[config.mk]
export PLATFORM = sky130hd
export DESIGN_NAME = dense_accumulate
export DESIGN_NICKNAME = d
export VERILOG_FILES = /design/src/rtl/dense_accumulate.sv
export SDC_FILE = /design/constraint.sdc
export NUM_CORES = 1
export LEC_CHECK = 0
export BUFFER_PORTS_ARGS = -buffer_cell sky130_fd_sc_hd__buf_2
export CORE_ASPECT_RATIO = 1.25
export CORE_MARGIN = 5
export CORE_UTILIZATION = 42
export CTS_CLUSTER_DIAMETER = 50
export DETAILED_ROUTE_END_ITERATION = 16
export GPL_ROUTABILITY_DRIVEN = 0
export PLACE_DENSITY_LB_ADDON = 0.05
export RECOVER_POWER = 25
export SYNTH_ARGS = -nofsm -noshare
export SYNTH_HDL_FRONTEND = slang
export SYNTH_SLANG_ARGS = --single-unit
[constraint.sdc]
create_clock -name clk -period 5.4 [get_ports clk]
set_input_delay 0.27 -clock clk [delete_from_list [all_inputs] [get_ports clk]]
set_output_delay 0.27 -clock clk [all_outputs]
set_load 0.1 [all_outputs]
[src/rtl/dense_accumulate.sv]
// Sequential fully-connected layer: one signed MAC per cycle computes `size`
// neuron pre-activations and presents them packed in the sigmoid input layout.
module dense_accumulate #(
  parameter int data_size = 4,
  parameter int in_size   = 3,
  parameter int size      = 3,
  parameter int frac_bits = 0
) (
  input  logic                              clk,
  input  logic                              reset,
  input  logic                              in_valid,
  output logic                              in_ready,
  input  logic [data_size*in_size-1:0]      input_stream,
  input  logic [data_size*in_size*size-1:0] weight_stream,
  input  logic [data_size*size-1:0]         bias_stream,
  output logic                              out_valid,
  input  logic                              out_ready,
  output logic [data_size*size-1:0]         output_stream,
  output logic [1:0]                        state_dbg
);

  // Handshakes: a transfer happens on a rising edge where valid && ready are
  // both high; ready/valid here come only from the state register, and the
  // result stays frozen while out_valid is high and out_ready is low.

  localparam int ACC_W = 2*data_size + $clog2(in_size) + 1;
  localparam int K_W   = (in_size > 1) ? $clog2(in_size) : 1;
  localparam int N_W   = (size > 1) ? $clog2(size) : 1;

  typedef logic signed [ACC_W-1:0] acc_t;
  typedef enum logic [1:0] {IDLE, MAC, DONE} state_t;

  localparam logic [K_W-1:0] K_LAST  = K_W'(in_size - 1);
  localparam logic [N_W-1:0] N_LAST  = N_W'(size - 1);
  localparam acc_t           SAT_MAX = acc_t'((2**(data_size-1)) - 1);
  localparam acc_t           SAT_MIN = acc_t'(-(2**(data_size-1)));

  state_t                       state_q, state_d;
  logic [N_W-1:0]               n_q, n_d;
  logic [K_W-1:0]               k_q, k_d;
  acc_t                         acc_q, acc_d;
  logic signed [data_size-1:0]  x_q [in_size];
  logic signed [data_size-1:0]  x_d [in_size];
  logic signed [data_size-1:0]  w_q [size][in_size];
  logic signed [data_size-1:0]  w_d [size][in_size];
  logic signed [data_size-1:0]  b_q [size];
  logic signed [data_size-1:0]  b_d [size];
  logic signed [data_size-1:0]  y_q [size];
  logic signed [data_size-1:0]  y_d [size];

  logic signed [2*data_size-1:0] prod;
  acc_t                          sum;
  acc_t                          shifted;
  logic signed [data_size-1:0]   y_new;

  always_comb begin
    prod    = x_q[k_q] * w_q[n_q][k_q];
    sum     = acc_q + acc_t'(prod);
    shifted = sum >>> frac_bits;
    if (shifted > SAT_MAX)      y_new = SAT_MAX[data_size-1:0];
    else if (shifted < SAT_MIN) y_new = SAT_MIN[data_size-1:0];
    else                        y_new = shifted[data_size-1:0];
  end

  always_comb begin
    state_d = state_q;
    n_d     = n_q;
    k_d     = k_q;
    acc_d   = acc_q;
    x_d     = x_q;
    w_d     = w_q;
    b_d     = b_q;
    y_d     = y_q;
    case (state_q)
      IDLE: begin
        if (in_valid) begin
          for (int i = 0; i < in_size; i++)
            x_d[i] = input_stream[i*data_size +: data_size];
          for (int n = 0; n < size; n++) begin
            b_d[n] = bias_stream[n*data_size +: data_size];
            for (int i = 0; i < in_size; i++)
              w_d[n][i] = weight_stream[(n*in_size+i)*data_size +: data_size];
          end
          n_d     = '0;
          k_d     = '0;
          acc_d   = acc_t'($signed(bias_stream[data_size-1:0])) <<< frac_bits;
          state_d = MAC;
        end
      end
      MAC: begin
        if (k_q == K_LAST) begin
          y_d[n_q] = y_new;
          k_d      = '0;
          if (n_q == N_LAST) begin
            n_d     = '0;
            acc_d   = '0;
            state_d = DONE;
          end else begin
            n_d   = n_q + 1'b1;
            acc_d = acc_t'(b_q[n_q + 1'b1]) <<< frac_bits;
          end
        end else begin
          acc_d = sum;
          k_d   = k_q + 1'b1;
        end
      end
      DONE: begin
        if (out_ready) state_d = IDLE;
      end
      default: state_d = IDLE;
    endcase
  end

  always_ff @(posedge clk or posedge reset) begin
    if (reset) begin
      state_q <= IDLE;
      n_q     <= '0;
      k_q     <= '0;
      acc_q   <= '0;
      x_q     <= '{default: '0};
      w_q     <= '{default: '0};
      b_q     <= '{default: '0};
      y_q     <= '{default: '0};
    end else begin
      state_q <= state_d;
      n_q     <= n_d;
      k_q     <= k_d;
      acc_q   <= acc_d;
      x_q     <= x_d;
      w_q     <= w_d;
      b_q     <= b_d;
      y_q     <= y_d;
    end
  end

  always_comb begin
    output_stream = '0;
    for (int n = 0; n < size; n++)
      output_stream[n*data_size +: data_size] = y_q[n];
  end

  assign in_ready  = (state_q == IDLE);
  assign out_valid = (state_q == DONE);
  assign state_dbg = state_q;

endmodule

---- Word-level counts from Yosys, hierarchy flattened ----
Index checks and enable logic that the tools add are counted.
cells by class
  $add $sub $neg .......................... 3
  reductions and logical operators ........ 8
  bitwise logic cells ..................... 3
  multiplexer cells ....................... 32
  eq/ne operators ......................... 8
  $lt $le $gt $ge ......................... 6
  multipliers ............................. 1
operators by type and width
  cell                                                         number
  2-to-1 mux 4 bit                                             9
  2-to-1 mux 11 bit                                            3
  binary-select mux 12 bit (select 2 bit)                      1
  binary-select mux 4 bit (select 2 bit)                       3
  2-to-1 mux 12 bit                                            2
  case mux 11 bit (2 select lines)                             1
  2-to-1 mux 2 bit                                             8
  bitwise mux 12 bit                                           1
  adder 11 x 8 -> 11 bit                                       1
  > comparator 11 x 4 -> 1 bit, second input constant          1
  less-than comparator 11 x 4 -> 1 bit, second input constant  1
  >= comparator 3 bit, second input constant                   3
  NOT 2 -> 3 bit                                               3
  demux 4 bit (select 2 bit)                                   1
  multiplier 4 x 4 -> 8 bit                                    1
  case mux 2 bit (2 select lines)                              2
  equality test 2 bit, second input constant                   3
  inequality test 2 bit, second input constant                 3
  case mux 2 bit (3 select lines)                              1
  AND reduction 2 bit                                          3
  adder 2 x 1 -> 2 bit, second input constant                  2
  AND reduction 4 bit                                          1
  less-than comparator 3 x 1 -> 1 bit, second input constant   1
  AND reduction 3 bit                                          1
  5 further kinds                                              5
word-level totals
  logic and storage cells ................. 83
  register bits ........................... 89
  input bits .............................. 64

---- Depth between registers and ports, before layout ----
Gate-level depths: netlist (run 1).
  depth in word-level cells ............... 13
  mapped depth ............................ 23
  depth with buffers taken out ............ 20

---- Worst setup path after synthesis (run 1) ----
Ideal clock, no wire load.
  path kind ............................... reg-to-reg
  start ................................... register k_q[0]
  end ..................................... register y_q (netlist bit output_stream[0])
  setup slack ............................. 0.000 ns
  period minus slack after synthesis ...... 5.400 ns
  arrival time ............................ 5.261 ns
  cell stages (with the launch flop) ...... 21
  cell sequence ........................... dfrtp_1 -> buf_6 -> clkbuf_1 -> mux4_2 -> nand2_1 -> a21oi_1 -> a21oi_1 -> nor2_1 -> fa_1 -> fa_1 -> inv_1 -> fa_1 -> inv_1 -> ha_1 -> a21o_1 -> a21oi_1 -> a211oi_1 -> nor3_1 -> nand2_1 -> o32ai_4 -> a21oi_1
between the ends
  cells in the longest elaborated chain, start to end .. 10
ends and longest elaborated chain
  what                                                  RTL line  RTL
  start: declaration                                    40        logic [K_W-1:0] k_q, k_d;
  start signal: assignment                              127       k_q <= k_d;
  NOT 2 -> 3 bit (not written as such)                  57        prod = x_q[k_q] * w_q[n_q][k_q];
  binary-select mux 4 bit (select 2 bit)                57
  2-to-1 mux 4 bit (not written as such) (2 in series)  57
  multiplier 4 x 4 -> 8 bit                             57
  adder 11 x 8 -> 11 bit                                58        sum = acc_q + acc_t'(prod);
  less-than comparator 11 x 4 -> 1 bit                  61        else if (shifted < SAT_MIN) y_new = SAT_MIN[data_size-1:0];
  2-to-1 mux 4 bit                                      61
  2-to-1 mux 4 bit                                      60        if (shifted > SAT_MAX) y_new = SAT_MAX[data_size-1:0];
  bitwise mux 12 bit                                    92        y_d[n_q] = y_new;
  end signal: assignment                                132       y_q <= y_d;
  end: declaration                                      48        logic signed [data_size-1:0] y_q [size];
Several ways; a longest one is shown, not always the timed one. The select of a mux whose other input is x is not followed.
A chain may end at the register's enable or synchronous reset.

---- Worst setup path in the final report (run 1) ----
  start ................................... register k_q[0]
  end ..................................... register acc_q[9]
between the ends
  cells in the longest elaborated chain, start to end .. 8
ends and longest elaborated chain
  what                                                  RTL line  RTL
  NOT 2 -> 3 bit (not written as such)                  57
  binary-select mux 4 bit (select 2 bit)                57
  2-to-1 mux 4 bit (not written as such) (2 in series)  57
  multiplier 4 x 4 -> 8 bit                             57
  adder 11 x 8 -> 11 bit                                58
  2-to-1 mux 11 bit *                                   91        if (k_q == K_LAST) begin
  case mux 11 bit (2 select lines) *                    74        case (state_q)
  end signal: assignment                                119       acc_q <= '0;
  end signal: assignment                                128       acc_q <= acc_d;
  end: declaration                                      41        acc_t acc_q, acc_d;
Every way passes the cells marked *; elsewhere a longest branch is shown, timed or not. The select of a mux whose other input is x is not followed.

==> results of run 1 <==
cells by family after synthesis:
| family | after synthesis | synth area share |
|---|---|---|
| fa+ha+maj | 46 | 0.136 |
| simple gates | 102 | 0.0883 |
| buf+inv | 71 | 0.0527 |
| mux | 81 | 0.176 |
| flops | 89 | 0.417 |
| compound gates | 98 | 0.117 |
| xor+xnor | 8 | 0.0131 |
state kept, by name (all words and copies together), names as in the netlist:
signal / count
acc_q: 11
b_q: 12
k_q: 2
n_q: 2
output_stream: 12
state_dbg: 2
w_q: 36
x_q: 12
final cells by class:
type / count / area [µm²] / share of cell area
clock buffer: 10 / 239 / 0.0355
clock inverter: 6 / 65.1 / 0.00966
inverter: 49 / 186 / 0.0277
multi-input combinational: 336 / 3130 / 0.465
sequential: 89 / 2230 / 0.331
tap: 168 / 210 / 0.0312
timing repair buffer: 116 / 672 / 0.0998
Yosys cell counts, types with 2 or more instances:
master and number:
sky130_fd_sc_hd__fa_1 20, sky130_fd_sc_hd__nor2b_1 4, sky130_fd_sc_hd__nor2_1 41, sky130_fd_sc_hd__o21ai_1 3, sky130_fd_sc_hd__o32ai_1 9, sky130_fd_sc_hd__clkbuf_1 16
sky130_fd_sc_hd__a22oi_1 6, sky130_fd_sc_hd__dfrtp_1 89, sky130_fd_sc_hd__o41ai_1 3, sky130_fd_sc_hd__nand2b_1 8, sky130_fd_sc_hd__inv_1 48, sky130_fd_sc_hd__buf_2 2
sky130_fd_sc_hd__o31ai_1 2, sky130_fd_sc_hd__nor3_1 2, sky130_fd_sc_hd__o21ai_0 21, sky130_fd_sc_hd__ha_1 26, sky130_fd_sc_hd__a21oi_1 36, sky130_fd_sc_hd__o311ai_0 2
sky130_fd_sc_hd__a211oi_1 2, sky130_fd_sc_hd__xor2_1 4, sky130_fd_sc_hd__mux2_2 65, sky130_fd_sc_hd__nand2_1 30, sky130_fd_sc_hd__a21o_1 4, sky130_fd_sc_hd__nor3b_1 2
sky130_fd_sc_hd__mux2i_1 12, sky130_fd_sc_hd__nand3_1 3, sky130_fd_sc_hd__buf_1 2, sky130_fd_sc_hd__xnor2_1 4, sky130_fd_sc_hd__mux4_2 4, sky130_fd_sc_hd__o22ai_1 2
layout by cell type, fill, tap and decap left out, drive strengths merged, types with 2 or more instances in the layout:
master,count
buf,99
clkbuf,26
dfrtp,89
nand2b,8
o31ai,2
clkinvlp,2
a21o,4
o21ai,24
nor2,42
o41ai,3
o22ai,2
nand3,3
xnor2,4
nor3,3
fa,20
nand2,31
nor2b,4
clkinv,4
a21oi,36
xor2,4
inv,48
a22oi,6
or2,2
a211oi,2
ha,26
o311ai,2
mux2i,12
mux2,65
o32ai,11
mux4,4
nor3b,2
layer usage:
metal | global-route usage | vias up | wire length, µm
li1 | - | 1929 | -
met1 | 0.222 | 2045 | 5510
met2 | 0.317 | 74 | 6940
met3 | 0.0321 | 18 | 393
met4 | 0.0712 | 0 | 363
met5 | 0 | - | 0
path summary, 6_finish.rpt:
path                                  start          endpoint  slack [ns]  depth (start not counted)
max                                  k_q[0]          acc_q[9]        0.23                         21
min                               out_ready      state_dbg[1]        0.13                          2
max reg2reg                          k_q[0]          acc_q[9]        0.23                         21
min reg2reg                output_stream[7]  output_stream[7]        0.50                          2
max in group asynchronous             reset            k_q[0]        3.28                          4
min in group asynchronous             reset            b_q[5]        0.72                          3
what timing repair did:
action                     CTS  global route
setup buffers                0            14
cloned                       0             1
pin swaps                    0            20
hold endpoints to repair    26             0
hold buffers                 1             0
setup endpoints to repair   13            15
resized for setup            4            47
metrics by stage:
step	util	setup TNS, ns	hold slack, ns
finish	0.534	0	0.126
global route	0.534	-0.125	0.130
CTS	0.504	0	0.117
detailed placement	0.478	-1.79	0.304
global placement	0.478	-0.192	0.297
floorplan	-	0	0.378
==> results.txt, run 1 <==
Main area contributors after synthesis = sky130_fd_sc_hd__dfrtp_1 42%, sky130_fd_sc_hd__mux2_2 14%, sky130_fd_sc_hd__fa_1 7.5%
Number of clock buffers inserted by TritonCTS = 9
Antenna diodes = 0
Global-route wire length before repair = 21900 µm
Via-per-instance ratio = 5.25
Maximum number of pins on one net before global-route repair = 66
Crit path max fanout = 8
Biggest area consumer among synthesized cells = sky130_fd_sc_hd__dfrtp_1
Area of the mapped netlist = 5350 µm²
Die outline area = 15100 µm²
Number of antenna violations at the first check in global routing = 0
Filler Cell Count = 1157
I/O pin total = 80
Finished Cell Area = 6730 µm²
Row count = 46
Core Area = 12600 µm²
Placed wire-length estimate = 9760 µm
Warnings from Yosys = 0
1st-pass router iterations = 4
Via count = 4066
Top cell type's share of synthesized area = 0.417
Final #Nets = 711
Series of cell instances along the critical path = buf_4 > mux4_2 > nand2_1 > a21oi_1 > a21oi_2 > buf_4 > nand2b_1 > fa_1 > fa_1 > fa_2 > inv_2 > ha_4 > a21oi_1 > nand4b_1 > and4_4 > nor3_4 > buf_4 > buf_4 > nor2_1 > o21ai_0 > nand2_1
Final critical delay including setup and external delays = 5.17 ns
Worst stage delay on the critical path = 0.58 ns
Async set or reset register ratio after synthesis = 1.00
CP Data Required Time = 5.61 ns
Clock Skews = 0.0115 ns
Post-detailed-placement cell area = 6020 µm²
Worst-case setup slack after placement = -0.171 ns
Wirelength per Cell = 17.1 µm
Clock slew at reported path FFs = 0.07 ns
Crit Path Category = flip-flop to flip-flop
Mean area per synthesized cell = 10.8 µm²
Number of antenna-violating nets in the routed design = 0
DR DRC count = 0
Sink count of the clock tree = 89
Upper clock frequency limit = 0.193 GHz
Slowest cell on crit path = sky130_fd_sc_hd__fa_2
Cell Count, Final, Fillers Out = 774
Cell count after placement = 742
Clock tree from TritonCTS = built
Number of nets produced by synthesis = 605
Input/output buffers = 79
Vias in the first global route = 4413
Fraction of final layout cells sized beyond drive strength 1 = 0.380
Cell count after synthesis = 495
Number of distinct library cell variants in the gate-level netlist after synthesis = 53
Starting density of the core = 0.424
Hold WC Path Type = input pin to flip-flop
Buffers plus inverters on the worst setup path = 5
Dominant register cell in the synthesized netlist = sky130_fd_sc_hd__dfrtp_1
Final Routed Wirelength = 13200 µm
Maximum root-to-sink buffer count = 2
Element type at the critical path end = flip-flop
Final global-route overflow total = 0
Final max-slew violation count = 0
Clk_lat worst skew = 0.34 ns
Drt initial violations = 186
Die height = 136 µm
Die boundary width = 111 µm
Most frequent cell on the critical path = sky130_fd_sc_hd__buf_4
Final setup violation count = 0
CP startpoint kind = flip-flop
Data arrival at the endpoint of the critical path = 5.38 ns
Final Hold Violating Endpoints = 0
Global router's overall resource usage = 0.181
CP delay by family, top = adder cells
Sequential cell area fraction in the yosys report = 0.417
Synth Register Bits = 89
Transition time at the pin with the least slew margin = 1.24 ns
Growth of design area from synthesis to finish = 26.0%
Max-slew headroom at the worst pin = 0.169
Final cycle utilization of the critical path = 0.958
Worst path setup slack after routing = 0.226 ns
H-tree depth reported by CTS = 3
Clock root buffer = sky130_fd_sc_hd__clkbuf_16
Result of the run = finished clean
Total of max-cap violations = 0
Number of enable flip-flop cells after synthesis = 0
Power of run 1 is not shown: default switching activity piles up to over one toggle a cycle in this logic, so the estimate is an artifact.
==> run 2: changes to the inputs <==
ABC_AREA = 1   (was not set)
CORE_UTILIZATION = 39   (was 42)
PLACE_DENSITY_LB_ADDON = 0.2   (was 0.05)
==> run 2 against run 1 <==
The flow now finishes with violations (capacitance limit, slew limit). Sequential share of layout area up 1.8 points. Worst setup slack improved by 0.24 ns. Die area is 9.4% higher. Area after synthesis is 2.4% higher. Utilization fell by 7.2 points. Critical path depth increased by 3. Final area shrank 5.1%. Final cell count grew 23%. Non-clock buffer count shrank 28.
==> results.txt, run 2 <==
Clk_lat worst skew = 0.35 ns (about the same)
DR DRC count = 0 (unchanged)
Area of the mapped netlist = 5470 µm² (+2.4%)
Unrepaired setup endpoints after global routing = no
Hold WC Path Type = input pin to flip-flop
Via count = 4566 (+12%)
Crit Path Category = flip-flop to flip-flop
Cell count after synthesis = 694 (+40%)
Most frequent cells in the layout = 243 x sky130_fd_sc_hd__nand2_1, 104 x sky130_fd_sc_hd__inv_1, 87 x sky130_fd_sc_hd__dfrtp_1
Number of cells on the worst reg-to-reg path = 24 (+14%)
Growth of design area from synthesis to finish = 16.7%
Max-slew headroom at the worst pin = -0.0172 (-0.186)
Row count = 48 (+4.3%)
Setup tns final = 0 ns (unchanged)
CP startpoint kind = flip-flop
Global router's overall resource usage = 0.173 (-0.00812)
Number of nets produced by synthesis = 804 (+33%)
H-tree depth reported by CTS = 3 (unchanged)
1st-pass router iterations = 4 (unchanged)
Number of antenna-violating nets in the routed design = 0 (unchanged)
Die boundary width = 116 µm (+4.6%)
Synth Register Bits = 89 (unchanged)
Vias in the first global route = 4792 (+8.6%)
CP Data Required Time = 5.64 ns (+0.03 ns)
Clock Skews = 0.00715 ns (-0.00439 ns)
Final global-route overflow total = 0 (unchanged)
Final #Nets = 884 (+24%)
Failing checks = capacitance limit, slew limit
Number of clock buffers inserted by TritonCTS = 9 (unchanged)
Final max-slew violation count = 36 (+36)
Data arrival at the endpoint of the critical path = 5.17 ns (-0.21 ns)
Die height = 142 µm (+4.6%)
Die outline area = 16500 µm² (+9.4%)
Total of max-cap violations = 1 (+1)
Top cell type's share of synthesized area = 0.407 (-0.00972)
Clock slew at reported path FFs = 0.07 ns (about the same)
Result of the run = finished with violations
Number of antenna violations at the first check in global routing = 0 (unchanged)
Clock root buffer = sky130_fd_sc_hd__clkbuf_16
Flip-flop count of the largest register, all copies and words added = 36 (unchanged)
Drt initial violations = 202 (+8.6%)
Most repeated cell in the gate-level netlist after synthesis = sky130_fd_sc_hd__nand2_1
Number of cells on the worst hold path = 2 (unchanged)
Wirelength per Cell = 14.2 µm (-17%)
Fraction of final layout cells sized beyond drive strength 1 = 0.166 (-0.214)
Final setup violation count = 0 (unchanged)
Top cell types by occurrence after synthesis = 243 x sky130_fd_sc_hd__nand2_1, 107 x sky130_fd_sc_hd__inv_1, 89 x sky130_fd_sc_hd__dfrtp_1, 55 x sky130_fd_sc_hd__o21ai_0, 31 x sky130_fd_sc_hd__nand3_1
Starting density of the core = 0.396 (-0.0279)
Dominant register cell in the synthesized netlist = sky130_fd_sc_hd__dfrtp_1
Transition time at the pin with the least slew margin = 1.52 ns (+0.278 ns)
Main area contributors after synthesis = sky130_fd_sc_hd__dfrtp_1 41%, sky130_fd_sc_hd__nand2_1 17%, sky130_fd_sc_hd__inv_1 7.3%
Clock tree from TritonCTS = built
I/O pin total = 80 (unchanged)
Core Area = 13800 µm² (+9.6%)
Final Routed Wirelength = 13600 µm (+2.7%)
Antenna diodes = 0 (unchanged)
Warnings from Yosys = 0 (unchanged)
Final critical delay including setup and external delays = 4.94 ns (-0.238 ns)
Upper clock frequency limit = 0.203 GHz (+4.8%)
Placed wire-length estimate = 10400 µm (+6.9%)
Maximum number of pins on one net before global-route repair = 87 (+32%)
Via-per-instance ratio = 4.79 (-8.9%)
Sink count of the clock tree = 89 (unchanged)
Global-route wire length before repair = 23000 µm (+4.8%)
Async set or reset register ratio after synthesis = 1.00 (unchanged)
Biggest area consumer among synthesized cells = sky130_fd_sc_hd__dfrtp_1
Register name with the most flops = w_q
Mean area per synthesized cell = 7.89 µm² (-27%)
Final Hold Violating Endpoints = 0 (unchanged)
Final cycle utilization of the critical path = 0.914 (-0.0440)
Element type at the critical path end = flip-flop
Crit path max fanout = 7 (-1)
Number of distinct library cell variants in the gate-level netlist after synthesis = 36 (-32%)
Maximum root-to-sink buffer count = 2 (unchanged)
Number of enable flip-flop cells after synthesis = 0 (unchanged)
Input/output buffers = 79 (unchanged)
Sequential cell area fraction in the yosys report = 0.407 (-0.00972)
Most common cell after layout, fill and taps aside = sky130_fd_sc_hd__nand2_1
## run 2: per-stage QoR
step	cell area (µm²)	hold WS [ns]	std cells	setup WS (ns)	util
final	6390	0.0914	954	0.463	0.463
after global routing	6390	0.0946	954	0.0411	0.463
after CTS	6360	0.0873	950	0.298	0.460
after detailed placement	6040	0.353	933	0.321	0.437
after global placement	6040	0.344	933	0.419	0.437
after floorplan	5470	0.356	694	0.831	-
## run 2: final cells by class
| cell class | count | area [µm²] |
|---|---|---|
| fillers | 1436 | 7420 |
| multi-input cells | 473 | 2760 |
| flip-flops and latches | 89 | 2230 |
| repair buffers | 88 | 448 |
| inverters | 113 | 429 |
| clock buffers | 10 | 239 |
| well taps | 175 | 219 |
| clock inverters | 6 | 66.3 |
## run 2: metal layers
layer  vias to the layer above  GRT usage  share of wire
li1                       2322          -              -
met5                         -          0              0
met1                      2142      0.223           0.45
met4                         0     0.0458          0.016
met2                        87      0.299           0.50
met3                        15     0.0285          0.034
## run 2: worst paths after layout
kind / startpoint / end / slack, ns
setup / recovery: k_q[0] / output_stream[0] / 0.46
max in group asynchronous: reset / n_q[1] / 3.20
hold reg to reg: x_q[10] / x_q[10] / 0.48
setup reg to reg: k_q[0] / output_stream[0] / 0.46
hold / removal: out_ready / state_dbg[1] / 0.09
min in group asynchronous: reset / w_q[10] / 0.83
## run 2: what timing repair did
item,CTS,global route
gates resized for setup,0,6
setup endpoints to repair,0,9
hold buffers,1,0
setup buffers,0,4
hold endpoints to repair,34,0
## run 2: logic make-up after synthesis
logic type                 count (synthesis)  share of synthesized area
DFF                                       89                      0.407
and+or+nand+nor                          328                      0.267
xor gates and xnor gates                   3                    0.00480
buffers and inverters                    132                     0.0917
adders and majority gates                 46                      0.133
AOI/OAI and AO/OA                         96                     0.0974
## run 2: critical path, cell delays in order (launching register included)
cell and delay [ns]:
sky130_fd_sc_hd__dfrtp_2 0.46, sky130_fd_sc_hd__nor2_1 0.29, sky130_fd_sc_hd__inv_1 0.18, sky130_fd_sc_hd__a21oi_1 0.13, sky130_fd_sc_hd__o21ai_0 0.09, sky130_fd_sc_hd__a21oi_1 0.16
sky130_fd_sc_hd__a221o_1 0.21, sky130_fd_sc_hd__nand2_1 0.07, sky130_fd_sc_hd__inv_1 0.15, sky130_fd_sc_hd__fa_1 0.44, sky130_fd_sc_hd__fa_1 0.54, sky130_fd_sc_hd__inv_1 0.05
sky130_fd_sc_hd__fa_1 0.53, sky130_fd_sc_hd__inv_1 0.04, sky130_fd_sc_hd__ha_1 0.36, sky130_fd_sc_hd__nand2_1 0.11, sky130_fd_sc_hd__or2_2 0.32, sky130_fd_sc_hd__nand4_1 0.07
sky130_fd_sc_hd__nand2_1 0.10, sky130_fd_sc_hd__nor2_1 0.12, sky130_fd_sc_hd__nand2_1 0.09, sky130_fd_sc_hd__nand3_4 0.11, sky130_fd_sc_hd__nand2_2 0.07, sky130_fd_sc_hd__nand3_1 0.07
sky130_fd_sc_hd__nand2_1 0.05
Power of run 2 is left out for the same reason.
==> run 3: changes to the inputs <==
CORE_UTILIZATION = 30   (was 39)
GPL_ROUTABILITY_DRIVEN = 1   (was 0)
==> run 3 against run 2 <==
Non-clock buffer count is 1 higher. Wire length increased by 4.0%. Register-to-register slack hardly changed. Count of clock-buffer cells in the layout is the same. Largest cell class unchanged. Sequential cell count unchanged. First-iteration DRC count is 11% higher. Critical path type unchanged. The run still ends with capacitance limit, slew limit left. Maximum frequency is 0.23% lower. Global-route usage fell by 3.2 points.
==> results.txt, run 3 (synthesized netlist as in run 2, its figures left out) <==
Result of the run = finished with violations
Failing checks = capacitance limit, slew limit
Via count = 4541 (-0.55%)
Flip-flop count of the largest register, all copies and words added = 36 (unchanged)
Die height = 161 µm (+13%)
Final Hold Violating Endpoints = 0 (unchanged)
Final max-slew violation count = 92 (+160%)
Die outline area = 21100 µm² (+28%)
Number of antenna-violating nets in the routed design = 0 (unchanged)
Routability-driven placement congestion ratio = 0.818
Upper clock frequency limit = 0.202 GHz (-0.23%)
Slowest cell on crit path = sky130_fd_sc_hd__fa_1
Wirelength per Cell = 14.0 µm (-1.6%)
Cell count after placement = 987 (+5.8%)
Drt initial violations = 225 (+11%)
Crit path max fanout = 7 (unchanged)
DR DRC count = 0 (unchanged)
Final global-route overflow total = 0 (unchanged)
Clock root buffer = sky130_fd_sc_hd__clkbuf_16
Final critical delay including setup and external delays = 4.95 ns (+0.0115 ns)
Clock tree from TritonCTS = built
Vias in the first global route = 4751 (-0.86%)
Die boundary width = 131 µm (+13%)
Hold WC Path Type = input pin to flip-flop
Flop-to-flop setup slack = 0.45 ns (about the same)
Global-route wire length before repair = 23500 µm (+2.3%)
Growth of design area from synthesis to finish = 18.1%
Fraction of final layout cells sized beyond drive strength 1 = 0.181 (+0.0152)
Final #Nets = 885 (+0.11%)
Starting density of the core = 0.304 (-0.0927)
Global router's overall resource usage = 0.140 (-0.0324)
Clock slew at reported path FFs = 0.07 ns (about the same)
Antenna diodes = 0 (unchanged)
Number of antenna violations at the first check in global routing = 0 (unchanged)
Most frequent cells in the layout = 243 x sky130_fd_sc_hd__nand2_1, 104 x sky130_fd_sc_hd__inv_1, 88 x sky130_fd_sc_hd__dfrtp_1
Core Area = 18000 µm² (+31%)
CP endpoint = output_stream[8]
Maximum number of pins on one net before global-route repair = 87 (unchanged)
Final Routed Wirelength = 14100 µm (+4.0%)
Cell Count, Final, Fillers Out = 1008 (+5.7%)
CP startpoint = k_q[0]
Final cycle utilization of the critical path = 0.916 (+0.00213)
Via-per-instance ratio = 4.50 (-5.9%)
Register name with the most flops = w_q
Maximum root-to-sink buffer count = 2 (unchanged)
Clk_lat worst skew = 0.34 ns (about the same)
Number of cells on the worst reg-to-reg path = 27 (+13%)
I/O pin total = 80 (unchanged)
Row count = 55 (+15%)
1st-pass router iterations = 4 (unchanged)
Element type at the critical path end = flip-flop
Transition time at the pin with the least slew margin = 2.66 ns (+1.14 ns)
Most common cell after layout, fill and taps aside = sky130_fd_sc_hd__nand2_1
Max-slew headroom at the worst pin = -0.774 (-0.757)
Crit Path Category = flip-flop to flip-flop
Data arrival at the endpoint of the critical path = 5.19 ns (+0.02 ns)
Unrepaired setup endpoints after global routing = no
Placed wire-length estimate = 11000 µm (+5.9%)
Setup tns final = 0 ns (unchanged)
CP Data Required Time = 5.64 ns (about the same)
Total of max-cap violations = 2 (+1)
Clock Skews = 0.0107 ns (+0.00353 ns)
H-tree depth reported by CTS = 3 (unchanged)
Input/output buffers = 79 (unchanged)
Number of clock buffers inserted by TritonCTS = 9 (unchanged)
Sink count of the clock tree = 89 (unchanged)
CP startpoint kind = flip-flop
Worst stage delay on the critical path = 0.54 ns (about the same)
Most frequent cell on the critical path = sky130_fd_sc_hd__nand2_1
Capturing point of the worst reg2reg path = output_stream[8]
Final setup violation count = 0 (unchanged)
Startpoint of the worst register-to-register path = k_q[0]
## run 3: timing repair
item,CTS,global route
setup endpoints to repair,0,9
hold buffers,0,0
resized for setup,0,4
setup buffers,0,5
## run 3: layout make-up
type | instances | area (µm²)
multi-input combinational | 473 | 2750
timing repair buffer | 89 | 467
inverter | 113 | 429
clock buffer | 10 | 229
tap | 228 | 285
fill | 1967 | 11600
sequential | 89 | 2230
clock inverter | 6 | 73.8
## run 3: worst min path at each step
stage | from | to | slack (ns) | cells after the start
2_1_floorplan | out_ready | state_dbg[1] | 0.36 | 1
3_3_place_gp | reset | w_q[24] | 0.42 | 2
3_5_place_dp | reset | w_q[24] | 0.41 | 2
4_1_cts | reset | w_q[24] | 0.05 | 2
5_1_grt | out_ready | state_dbg[1] | 0.09 | 2
6_report | out_ready | state_dbg[1] | 0.09 | 2
## run 3: through the flow
| step | worst slack (ns) | instance area [µm²] | utilization | hold WS [ns] |
|---|---|---|---|---|
| final | 0.452 | 6460 | 0.358 | 0.0933 |
| after global routing | 0.0569 | 6460 | 0.358 | 0.0901 |
| after CTS | 0.312 | 6420 | 0.356 | 0.0509 |
| after detailed placement | 0.318 | 6110 | 0.339 | 0.414 |
| after global placement | 0.346 | 6110 | 0.339 | 0.420 |
| after floorplan | 0.831 | 5470 | - | 0.356 |
## run 3: layer usage
layer / track usage / part of all wire / vias up
li1: - / - / 2323
met1: 0.173 / 0.44 / 2135
met2: 0.251 / 0.52 / 67
met3: 0.0189 / 0.022 / 16
met4: 0.0412 / 0.017 / 0
met5: 0 / 0 / -
## run 3: worst max-delay path: cells and delay by family (launching register included)
| family | cells | cell delay (ns) |
|---|---|---|
| adders and majority gates | 4 | 1.88 |
| and+or+nand+nor | 13 | 1.28 |
| buffers and inverters | 6 | 0.58 |
| DFF | 1 | 0.45 |
| AOI/OAI and AO/OA | 3 | 0.37 |
| xor gates and xnor gates | 1 | 0.24 |
Power of run 3 is left out for the same reason.
